### config.mk
export PLATFORM = sky130hd
export DESIGN_NAME = instruction_memory
export DESIGN_NICKNAME = d
export VERILOG_FILES = /design/src/rtl/instruction_memory.sv
export SDC_FILE = /design/constraint.sdc
export NUM_CORES = 1
export LEC_CHECK = 0
export BUFFER_PORTS_ARGS = -buffer_cell sky130_fd_sc_hd__buf_4
export CORE_AREA = 2 2 42 60
export DETAILED_ROUTE_END_ITERATION = 6
export DIE_AREA = 0 0 44 62
export GPL_TIMING_DRIVEN = 0
export PLACE_DENSITY = 0.7
export SLEW_MARGIN = 25
export SYNTH_ARGS = -nofsm -noshare
export SYNTH_HDL_FRONTEND = slang
export SYNTH_SLANG_ARGS = --single-unit
export TNS_END_PERCENT = 1
### constraint.sdc
create_clock -name clk -period 2.1 [get_ports clk]
set_clock_uncertainty 0.2 [all_clocks]
set_input_delay 0.105 -clock clk [delete_from_list [all_inputs] [get_ports clk]]
set_output_delay 0.105 -clock clk [all_outputs]
set_load 0.05 [all_outputs]
### src/rtl/instruction_memory.sv
// rtl/instruction_memory.sv - fixed-image MIPS instruction ROM with registered read
//
// Read-only instruction store for the MIPS datapath. Holds a 64-word program
// image and returns one 32-bit word per clock, one cycle after the pc that
// selected it.
//
// Ports:
//   clk       input   1   system clock, rising edge active
//   rst       input   1   synchronous, active-high reset; forces a NOP out
//   pc        input   8   byte address of the instruction to fetch
//   instruct  output  32  registered instruction word

module instruction_memory #(
  parameter int ADDR_WIDTH = 8,
  parameter int DATA_WIDTH = 32,
  parameter int DEPTH      = 64
) (
  input  logic                  clk,
  input  logic                  rst,
  input  logic [ADDR_WIDTH-1:0] pc,
  output logic [DATA_WIDTH-1:0] instruct
);

  localparam int IDX_WIDTH = ADDR_WIDTH - 2;

  // Byte address to word index; the two low bits select a byte within the
  // word and are dropped, so misaligned fetches return the containing word.
  logic [IDX_WIDTH-1:0]  word_idx;
  logic [DATA_WIDTH-1:0] rom_word;

  // Power-up value is a NOP so the decoder sees a harmless word before the
  // first edge.
  logic [DATA_WIDTH-1:0] instruct_q = '0;

  assign word_idx = pc[ADDR_WIDTH-1:2];

  // Program image. Every index not listed (0x30..0xFC) decodes to NOP.
  always_comb begin
    rom_word = '0;
    case (word_idx)
      6'd0:    rom_word = 32'h2008_0005; // addi $t0,$zero,5
      6'd1:    rom_word = 32'h2009_000A; // addi $t1,$zero,10
      6'd2:    rom_word = 32'h0109_5020; // add  $t2,$t0,$t1
      6'd3:    rom_word = 32'h0128_5822; // sub  $t3,$t1,$t0
      6'd4:    rom_word = 32'h0109_6024; // and  $t4,$t0,$t1
      6'd5:    rom_word = 32'h0109_6825; // or   $t5,$t0,$t1
      6'd6:    rom_word = 32'h0109_702A; // slt  $t6,$t0,$t1
      6'd7:    rom_word = 32'hAC0A_0000; // sw   $t2,0($zero)
      6'd8:    rom_word = 32'h8C0F_0000; // lw   $t7,0($zero)
      6'd9:    rom_word = 32'h114F_0001; // beq  $t2,$t7,+1
      6'd10:   rom_word = 32'h2108_0001; // addi $t0,$t0,1
      6'd11:   rom_word = 32'h0800_0000; // j    0
      default: rom_word = '0;
    endcase
  end

  // Registered read; reset wins over the fetch and never touches the image.
  always_ff @(posedge clk) begin
    if (rst) begin
      instruct_q <= '0;
    end else begin
      instruct_q <= rom_word;
    end
  end

  assign instruct = instruct_q;

endmodule

==> impl_metrics.env, run 1 <==
export IMPL_slew_violations=0
export IMPL_final_nets=154
export IMPL_cts_htree_levels=1
export IMPL_gr_usage_met2=0.258
export IMPL_cts_tree="built"
export IMPL_die_h_um=62
export IMPL_ys_ff_latch=18
export IMPL_diodes=0
export IMPL_firstDrtPassIters=6
export IMPL_yosys_warnings=0
export IMPL_synth_area_um2=850
export IMPL_synth_most_common_cell="dfxtp_1"
export IMPL_wl_per_cell_um=9.98
export IMPL_powerDensity_nw_per_um2=586
export IMPL_worst_setup_path_end_kind="flop"
export IMPL_grt_pass1_wl_um=2510
export IMPL_path_class="in -> reg"
export IMPL_multiInputGateArea_um2=384
export IMPL_yosys_area_top_type_share=0.424
export IMPL_syn_to_final_growth_pct=45.7
export IMPL_crit_arrival_ps=2060
export IMPL_vias=697
export IMPL_row_count=21
export IMPL_cts_max_path_buffers=2
export IMPL_fmax_mhz=496
export IMPL_p_leak_nw=0.634
export IMPL_grt_use_met3=0.0202
export IMPL_yosys_top_cells_count="dfxtp_1, buf_4, a21oi_1, nand2b_1, ha_1"
export IMPL_holdPathStages=4
export IMPL_fp_dieArea_um2=2730
export IMPL_synth_seq_area_share=0.424
export IMPL_rsz0062_at_grt="false"
export IMPL_fin_ws_ps=83.0
export IMPL_grt_pass1_vias=638
export IMPL_endpoint="instruct[14]"
export IMPL_seqCellArea_um2=360
export IMPL_cts_root_buf="clkbuf_4"
export IMPL_post_route_min_period_ps=2020
export IMPL_syn_instance_count=88
export IMPL_routabilityCongestion=0.782
export IMPL_via_per_inst=4.36
export IMPL_ys_types=26
export IMPL_peakVddDrop_mv=0.278
export IMPL_hold_ws_ps=465
export IMPL_cts_made_buffers=3
export IMPL_synth_area_per_cell_um2=9.65
export IMPL_grt_max_degree=11
export IMPL_io_pins=42
export IMPL_start_util=0.376
export IMPL_hp_class="in -> reg"
export IMPL_use_met1=0.111
export IMPL_period_share=0.960
export IMPL_hold_viol=0
export IMPL_top_usage_layer="met2"
export IMPL_dp_hpwl_um=1190
export IMPL_synth_edf_count=0
export IMPL_max_cap_violations=0
export IMPL_die_w_um=44
export IMPL_drc=0
export IMPL_antenna_found_initial=0
export IMPL_startpoint="pc[5]"
export IMPL_synth_largest_area_cell="dfxtp_1"
export IMPL_core_area_um2=2260
export IMPL_path_clk_slew_ps=100
export IMPL_io_buffers=27
export IMPL_n_fill_cell=225
export IMPL_drive_gt1_frac=0.358
export IMPL_grt_use_total=0.126
export IMPL_cts_sinks=18
export IMPL_routed_wl_um=1600
export IMPL_crit_required_ps=2140
export IMPL_synth_area_top_cells="dfxtp_1, buf_4, ha_1"
export IMPL_crit_path_start_kind="input pin"
export IMPL_setup_viol_count_final=0
export IMPL_cp_max_fo=10
export IMPL_synth_ff_type="dfxtp_1"
export IMPL_grt_overflow_total=0
export IMPL_status="finished clean"
export IMPL_drtIter0Drc=4
export IMPL_largest_reg_flops=18
export IMPL_setup_tns_ps=0
export IMPL_place_ws_ps=606
export IMPL_drtAntennaViolNets=0
export IMPL_synth_async_reset_ratio=0
==> timing repair <==
item / 4_1_cts / 5_1_grt
hold buffers: 9 / 0
setup endpoints to repair: 0 / 1
setup buffers: 0 / 0
resized for setup: 0 / 1
endpoints found under the hold margin: 12 / 0
==> per-stage QoR <==
step / utilization / total power [mW] / cells / area [um^2]
floorplan: - / 0.481 / 98 / 887
global placement: 0.495 / 0.512 / 148 / 1120
detailed placement: 0.495 / 0.513 / 148 / 1120
CTS: 0.551 / 0.723 / 161 / 1240
global route: 0.548 / 0.751 / 160 / 1240
finish: 0.548 / 0.725 / 160 / 1240
==> cell type report <==
class / count / share of cell area
Buffer: 17 / 0.100
Clock buffer: 4 / 0.0293
Inverter: 3 / 0.00910
Multi-Input combinational cell: 59 / 0.310
Sequential cell: 18 / 0.291
Tap cell: 23 / 0.0233
Timing Repair Buffer: 36 / 0.237
==> kinds of logic (layout without fill, tap and decap cells) <==
kind of cell | Yosys count | after routing | share of synthesized area
simple gates | 24 | 24 | 0.168
other cells | 1 | 11 | 0.00441
fa+ha+maj | 6 | 6 | 0.0884
mux | 4 | 4 | 0.0471
compound gates | 14 | 14 | 0.0957
buf+inv | 21 | 60 | 0.172
flops | 18 | 18 | 0.424
==> worst min-delay path by stage <==
| stage | from | to |
|---|---|---|
| finish | pc[2] | instruct[1] |
| global route | pc[2] | instruct[1] |
| CTS | pc[2] | instruct[1] |
| detailed placement | pc[2] | instruct[1] |
| global placement | pc[2] | instruct[1] |
| floorplan | pc[2] | instruct[1] |
==> layout by cell type, fill, tap and decap left out, drive strengths merged, types with 2 or more instances in the layout <==
master	Yosys	layout
a21oi	7	7
nand2	3	3
and3	2	2
mux2i	4	4
dfxtp	18	18
a211oi	2	2
nor2	4	4
buf	16	42
ha	6	6
inv	3	3
o21ai	2	2
nand2b	7	7
conb	1	11
dlygate4sd3	0	9
clkbuf	2	6
or4	2	2
==> worst max-delay path, stage by stage <==
cell and delay (ps):
dlygate4sd3_1 550, buf_6 150, or4_4 600, a21oi_2 120, dlygate4sd3_1 540
==> per-layer routing <==
layer | up-vias | wire (um) | part of all wire
met5 | - | 0 | 0
met3 | 4 | 102 | 0.064
met1 | 303 | 576 | 0.36
li1 | 363 | - | -
met4 | 0 | 44 | 0.028
met2 | 27 | 873 | 0.55
==> report_power, final <==
part | switching, mW | internal, mW
clock network | 0.101 | 0.106
registers | 0.00150 | 0.347
logic | 0.108 | 0.0616
total | 0.210 | 0.514
Note: power is estimated with default switching activity, not from simulation.
==> run 2: changes to the inputs <==
- CORE_AREA: 2 2 42 60 -> 2 2 45 64
- DIE_AREA: 0 0 44 62 -> 0 0 47 66
- PLACE_DENSITY: 0.7 -> 0.63
==> run 2 against run 1 <==
  * Die area is 14% higher
  * Clock power decreased by 21%
  * Design area down 0.10%
  * Clock-buffer cell count down 1
  * Critical endpoint unchanged
  * Largest cell class unchanged
==> impl_metrics.env, run 2 (synthesis results as in run 1) <==
export IMPL_cts_root_buf="clkbuf_4"
export IMPL_antenna_found_initial=0
export IMPL_cts_tree="built"
export IMPL_n_fill_cell=272
export IMPL_max_cap_violations=0
export IMPL_crit_path_start_kind="input pin"
export IMPL_setup_tns_ps=0
export IMPL_io_buffers=27
export IMPL_diodes=0
export IMPL_grt_use_total=0.120
export IMPL_wl_per_cell_um=9.24
export IMPL_fp_dieArea_um2=3100
export IMPL_final_common_cell="buf_4"
export IMPL_powerDensity_nw_per_um2=551
export IMPL_post_route_min_period_ps=2040
export IMPL_cts_sinks=18
export IMPL_crit_required_ps=2130
export IMPL_row_count=22
export IMPL_cts_resized=0
export IMPL_grt_pass1_wl_um=2660
export IMPL_path_clk_slew_ps=90
export IMPL_start_util=0.335
export IMPL_fin_cells=172
export IMPL_dp_hpwl_um=1250
export IMPL_crit_arrival_ps=2070
export IMPL_drtAntennaViolNets=0
export IMPL_largest_reg_flops=18
export IMPL_core_area_um2=2530
export IMPL_cts_made_buffers=3
export IMPL_path_class="in -> reg"
export IMPL_period_share=0.970
export IMPL_place_inst=161
export IMPL_rsz0062_at_grt="false"
export IMPL_grt_max_degree=11
export IMPL_hold_viol=0
export IMPL_fmax_mhz=491
export IMPL_routed_wl_um=1590
export IMPL_post_cts_setup_buffer_count=0
export IMPL_critPathTopFamily="buffers and inverters"
export IMPL_hp_class="in -> reg"
export IMPL_final_nets=154
export IMPL_place_ws_ps=597
export IMPL_crit_chain="dlygate4sd3_1, buf_6, or4_4, a21oi_1, dlygate4sd3_1"
export IMPL_finish_utilization=0.488
export IMPL_path_common_cell="dlygate4sd3_1"
export IMPL_cts_max_path_buffers=2
export IMPL_drtIter0Drc=11
export IMPL_grt_pass1_vias=656
export IMPL_p_leak_nw=0.627
export IMPL_firstDrtPassIters=4
export IMPL_cp_max_fo=10
export IMPL_setup_viol_count_final=0
export IMPL_seqCellArea_um2=360
export IMPL_power_mw=0.681
export IMPL_grt_overflow_total=0
export IMPL_syn_to_final_growth_pct=45.5
export IMPL_cts_htree_levels=1
export IMPL_drc=0
export IMPL_slew_violations=0
export IMPL_multiInputGateArea_um2=380
export IMPL_critPathBufInv=3
export IMPL_critPathSlowestCell="or4_4"
export IMPL_vias=691
export IMPL_routabilityCongestion=0.801
export IMPL_fin_ws_ps=64.0
export IMPL_die_w_um=47
export IMPL_mostFrequentLayoutCells="buf_4, dfxtp_1, conb_1"
export IMPL_status="finished clean"
export IMPL_die_h_um=66
export IMPL_slowest_delay_ps=590
export IMPL_io_pins=42
export IMPL_peakVddDrop_mv=0.226
export IMPL_drive_gt1_frac=0.346
export IMPL_via_per_inst=4.02
export IMPL_worst_setup_path_end_kind="flop"
## run 2: changes by cell type in the layout (fill, tap and decap cells not counted), sizes merged
cell and change:
clkbuf -1
## run 2: worst min-delay path, cell delays in order
cell and delay (ps):
dlygate4sd3_1 530, buf_4 160, nand2b_1 70, a21oi_1 60
## run 2: final timing paths
check | slack [ps] | cells after the start | from | end
setup / recovery | 60 | 5 | pc[5] | instruct[14]
hold / removal | 480 | 4 | pc[2] | instruct[1]
## run 2: layer usage
layer / share of wire / vias up / GRT usage / routed length [um]
met2: 0.54 / 29 / 0.226 / 864
met1: 0.38 / 300 / 0.112 / 608
met4: 0.025 / 0 / 0.0729 / 39
met5: 0 / - / 0 / 0
li1: - / 358 / - / -
met3: 0.048 / 4 / 0.0164 / 76
## run 2: timing repair
action | CTS | global route
endpoints found under the hold margin | 12 | 0
setup endpoints to repair | 0 | 1
hold buffers | 9 | 0
## run 2: power by group
| group | internal [mW] | total (mW) | switching (mW) |
|---|---|---|---|
| combinational | 0.0615 | 0.169 | 0.108 |
| clock | 0.0665 | 0.164 | 0.0971 |
| sequential | 0.347 | 0.349 | 0.00162 |
| total | 0.475 | 0.681 | 0.206 |
## run 2: layout make-up
cell class                 count  area share
multi-input combinational     59       0.308
sequential                    18       0.291
timing repair buffer          36       0.237
buffer                        17       0.100
inverter                       3     0.00911
tap                           36      0.0364
clock buffer                   3      0.0182
## run 2: metrics by stage
stage / hold slack (ps) / area (um^2)
floorplan: 55.3 / 887
global placement: 217 / 1130
detailed placement: 217 / 1130
CTS: 473 / 1250
global route: 512 / 1240
finish: 483 / 1240
==> run 3: changes to the inputs <==
- CORE_AREA: 2 2 45 64 -> 2 2 46 48
- DIE_AREA: 0 0 47 66 -> 0 0 48 50
- HOLD_SLACK_MARGIN: default -> 0.06
- PLACE_DENSITY: 0.63 -> 0.8
- TNS_END_PERCENT: 1 -> default
==> run 3 against run 2 <==
  * First-iteration DRC count stayed put
  * Final cell count is 2.3% higher
  * Hold slack worse by 430 ps
  * Power is 11% higher
  * Sequential share of layout area is 3.2 points lower
  * Sequential power hardly changed
  * Non-clock buffer count is 12 higher
  * Global-route usage is 6.2 points higher
  * Die area is 23% lower
  * Worst setup slack worse by 22 ps
  * Critical endpoint is now instruct[1]
==> impl_metrics.env, run 3 (synthesis results as in run 1) <==
export IMPL_grt_pass1_wl_um=3130
export IMPL_fp_dieArea_um2=2400
export IMPL_crit_path_start_kind="input pin"
export IMPL_worst_setup_path_end_kind="flop"
export IMPL_p_leak_nw=0.688
export IMPL_row_count=16
export IMPL_post_cts_setup_buffer_count=0
export IMPL_slew_violations=0
export IMPL_core_area_um2=1900
export IMPL_setup_viol_count_final=0
export IMPL_combPwrFrac=0.253
export IMPL_min_delay_start="pc[5]"
export IMPL_setup_tns_ps=0
export IMPL_hp_class="in -> reg"
export IMPL_hold_viol=0
export IMPL_holdPathStages=4
export IMPL_period_share=0.980
export IMPL_drtAntennaViolNets=0
export IMPL_fmax_mhz=486
export IMPL_p_sw_mw=0.226
export IMPL_diodes=0
export IMPL_vias=793
export IMPL_drc=0
export IMPL_firstDrtPassIters=4
export IMPL_post_route_min_period_ps=2060
export IMPL_internal_power_mw=0.530
export IMPL_grt_pass1_vias=726
export IMPL_crit_arrival_ps=2100
export IMPL_crit_required_ps=2140
export IMPL_routabilityCongestion=0.755
export IMPL_cts_sinks=18
export IMPL_syn_to_final_growth_pct=63.6
export IMPL_die_w_um=48
export IMPL_cts_tree="built"
export IMPL_cp_max_fo=7
export IMPL_cts_htree_levels=1
export IMPL_drtIter0Drc=11
export IMPL_cts_root_buf="clkbuf_4"
export IMPL_routed_wl_um=1970
export IMPL_multiInputGateArea_um2=404
export IMPL_wl_per_cell_um=11.2
export IMPL_max_cap_violations=0
export IMPL_cts_max_path_buffers=2
export IMPL_cts_made_buffers=3
export IMPL_grt_overflow_total=0
export IMPL_final_nets=166
export IMPL_switching_share=0.299
export IMPL_largest_reg_flops=18
export IMPL_start_util=0.447
export IMPL_mostFrequentLayoutCells="buf_4, dlygate4sd3_1, dfxtp_1"
export IMPL_antenna_found_initial=0
export IMPL_startpoint="pc[7]"
export IMPL_n_fill_cell=137
export IMPL_die_h_um=50
export IMPL_peakVddDrop_mv=0.333
export IMPL_grt_use_total=0.183
export IMPL_dp_hpwl_um=1270
export IMPL_placed_area_um2=1120
export IMPL_path_class="in -> reg"
export IMPL_final_cell_area_um2=1390
export IMPL_via_per_inst=4.51
export IMPL_powerDensity_nw_per_um2=544
export IMPL_p_clk_frac=0.286
export IMPL_status="finished clean"
export IMPL_drive_gt1_frac=0.362
export IMPL_pwr_share_seq=0.462
export IMPL_path_clk_slew_ps=100
export IMPL_io_pins=42
export IMPL_seqCellArea_um2=360
export IMPL_io_buffers=27
export IMPL_final_common_cell="buf_4"
export IMPL_grt_max_degree=11
-- run 3: path summary, 6_finish.rpt --
kind | end
worst max-delay path | instruct[1]
worst min-delay path | instruct[12]
-- run 3: area by class of cell --
cell class | instances | share of cell area
clock buffers | 4 | 0.0261
multi-input cells | 59 | 0.291
plain buffers | 18 | 0.0972
repair buffers | 47 | 0.292
inverters | 3 | 0.0108
flip-flops and latches | 18 | 0.259
well taps | 27 | 0.0243
-- run 3: critical path, stage by stage --
cell and delay [ps]:
dlygate4sd3_1 530, buf_4 140, or4_4 500, buf_6 150, a21oi_1 100, dlygate4sd3_1 560
-- run 3: stage by stage --
step / utilization / power [mW] / setup slack (ps) / cells / hold WS, ps
4_1_cts: 0.720 / 0.744 / 11.8 / 177 / 83.9
6_report: 0.731 / 0.756 / 42.2 / 176 / 56.6
5_1_grt: 0.731 / 0.787 / -5.20 / 176 / 63.4
2_1_floorplan: - / 0.481 / 649 / 98 / 55.3
3_5_place_dp: 0.591 / 0.514 / 598 / 152 / 221
3_3_place_gp: 0.591 / 0.511 / 614 / 152 / 210
-- run 3: power groups by stage --
stage	Clock [mW]	Sequential [mW]	Combinational, mW
global route	0.234	0.350	0.204
CTS	0.213	0.349	0.183
floorplan	0	0.378	0.103
global placement	0	0.357	0.155
finish	0.216	0.349	0.191
detailed placement	0	0.357	0.157
-- run 3: per-layer routing --
| layer | part of all wire | GRT usage | up-vias |
|---|---|---|---|
| li1 | - | - | 390 |
| met1 | 0.42 | 0.214 | 368 |
| met2 | 0.52 | 0.304 | 31 |
| met3 | 0.048 | 0.0256 | 4 |
| met4 | 0.020 | 0.0946 | 0 |
| met5 | 0 | 0 | - |
-- run 3: repair_timing --
action | 4_1_cts | 5_1_grt
endpoints found under the setup margin | 0 | 6
hold buffers | 21 | 0
gates resized for setup | 0 | 6
endpoints found under the hold margin | 18 | 0
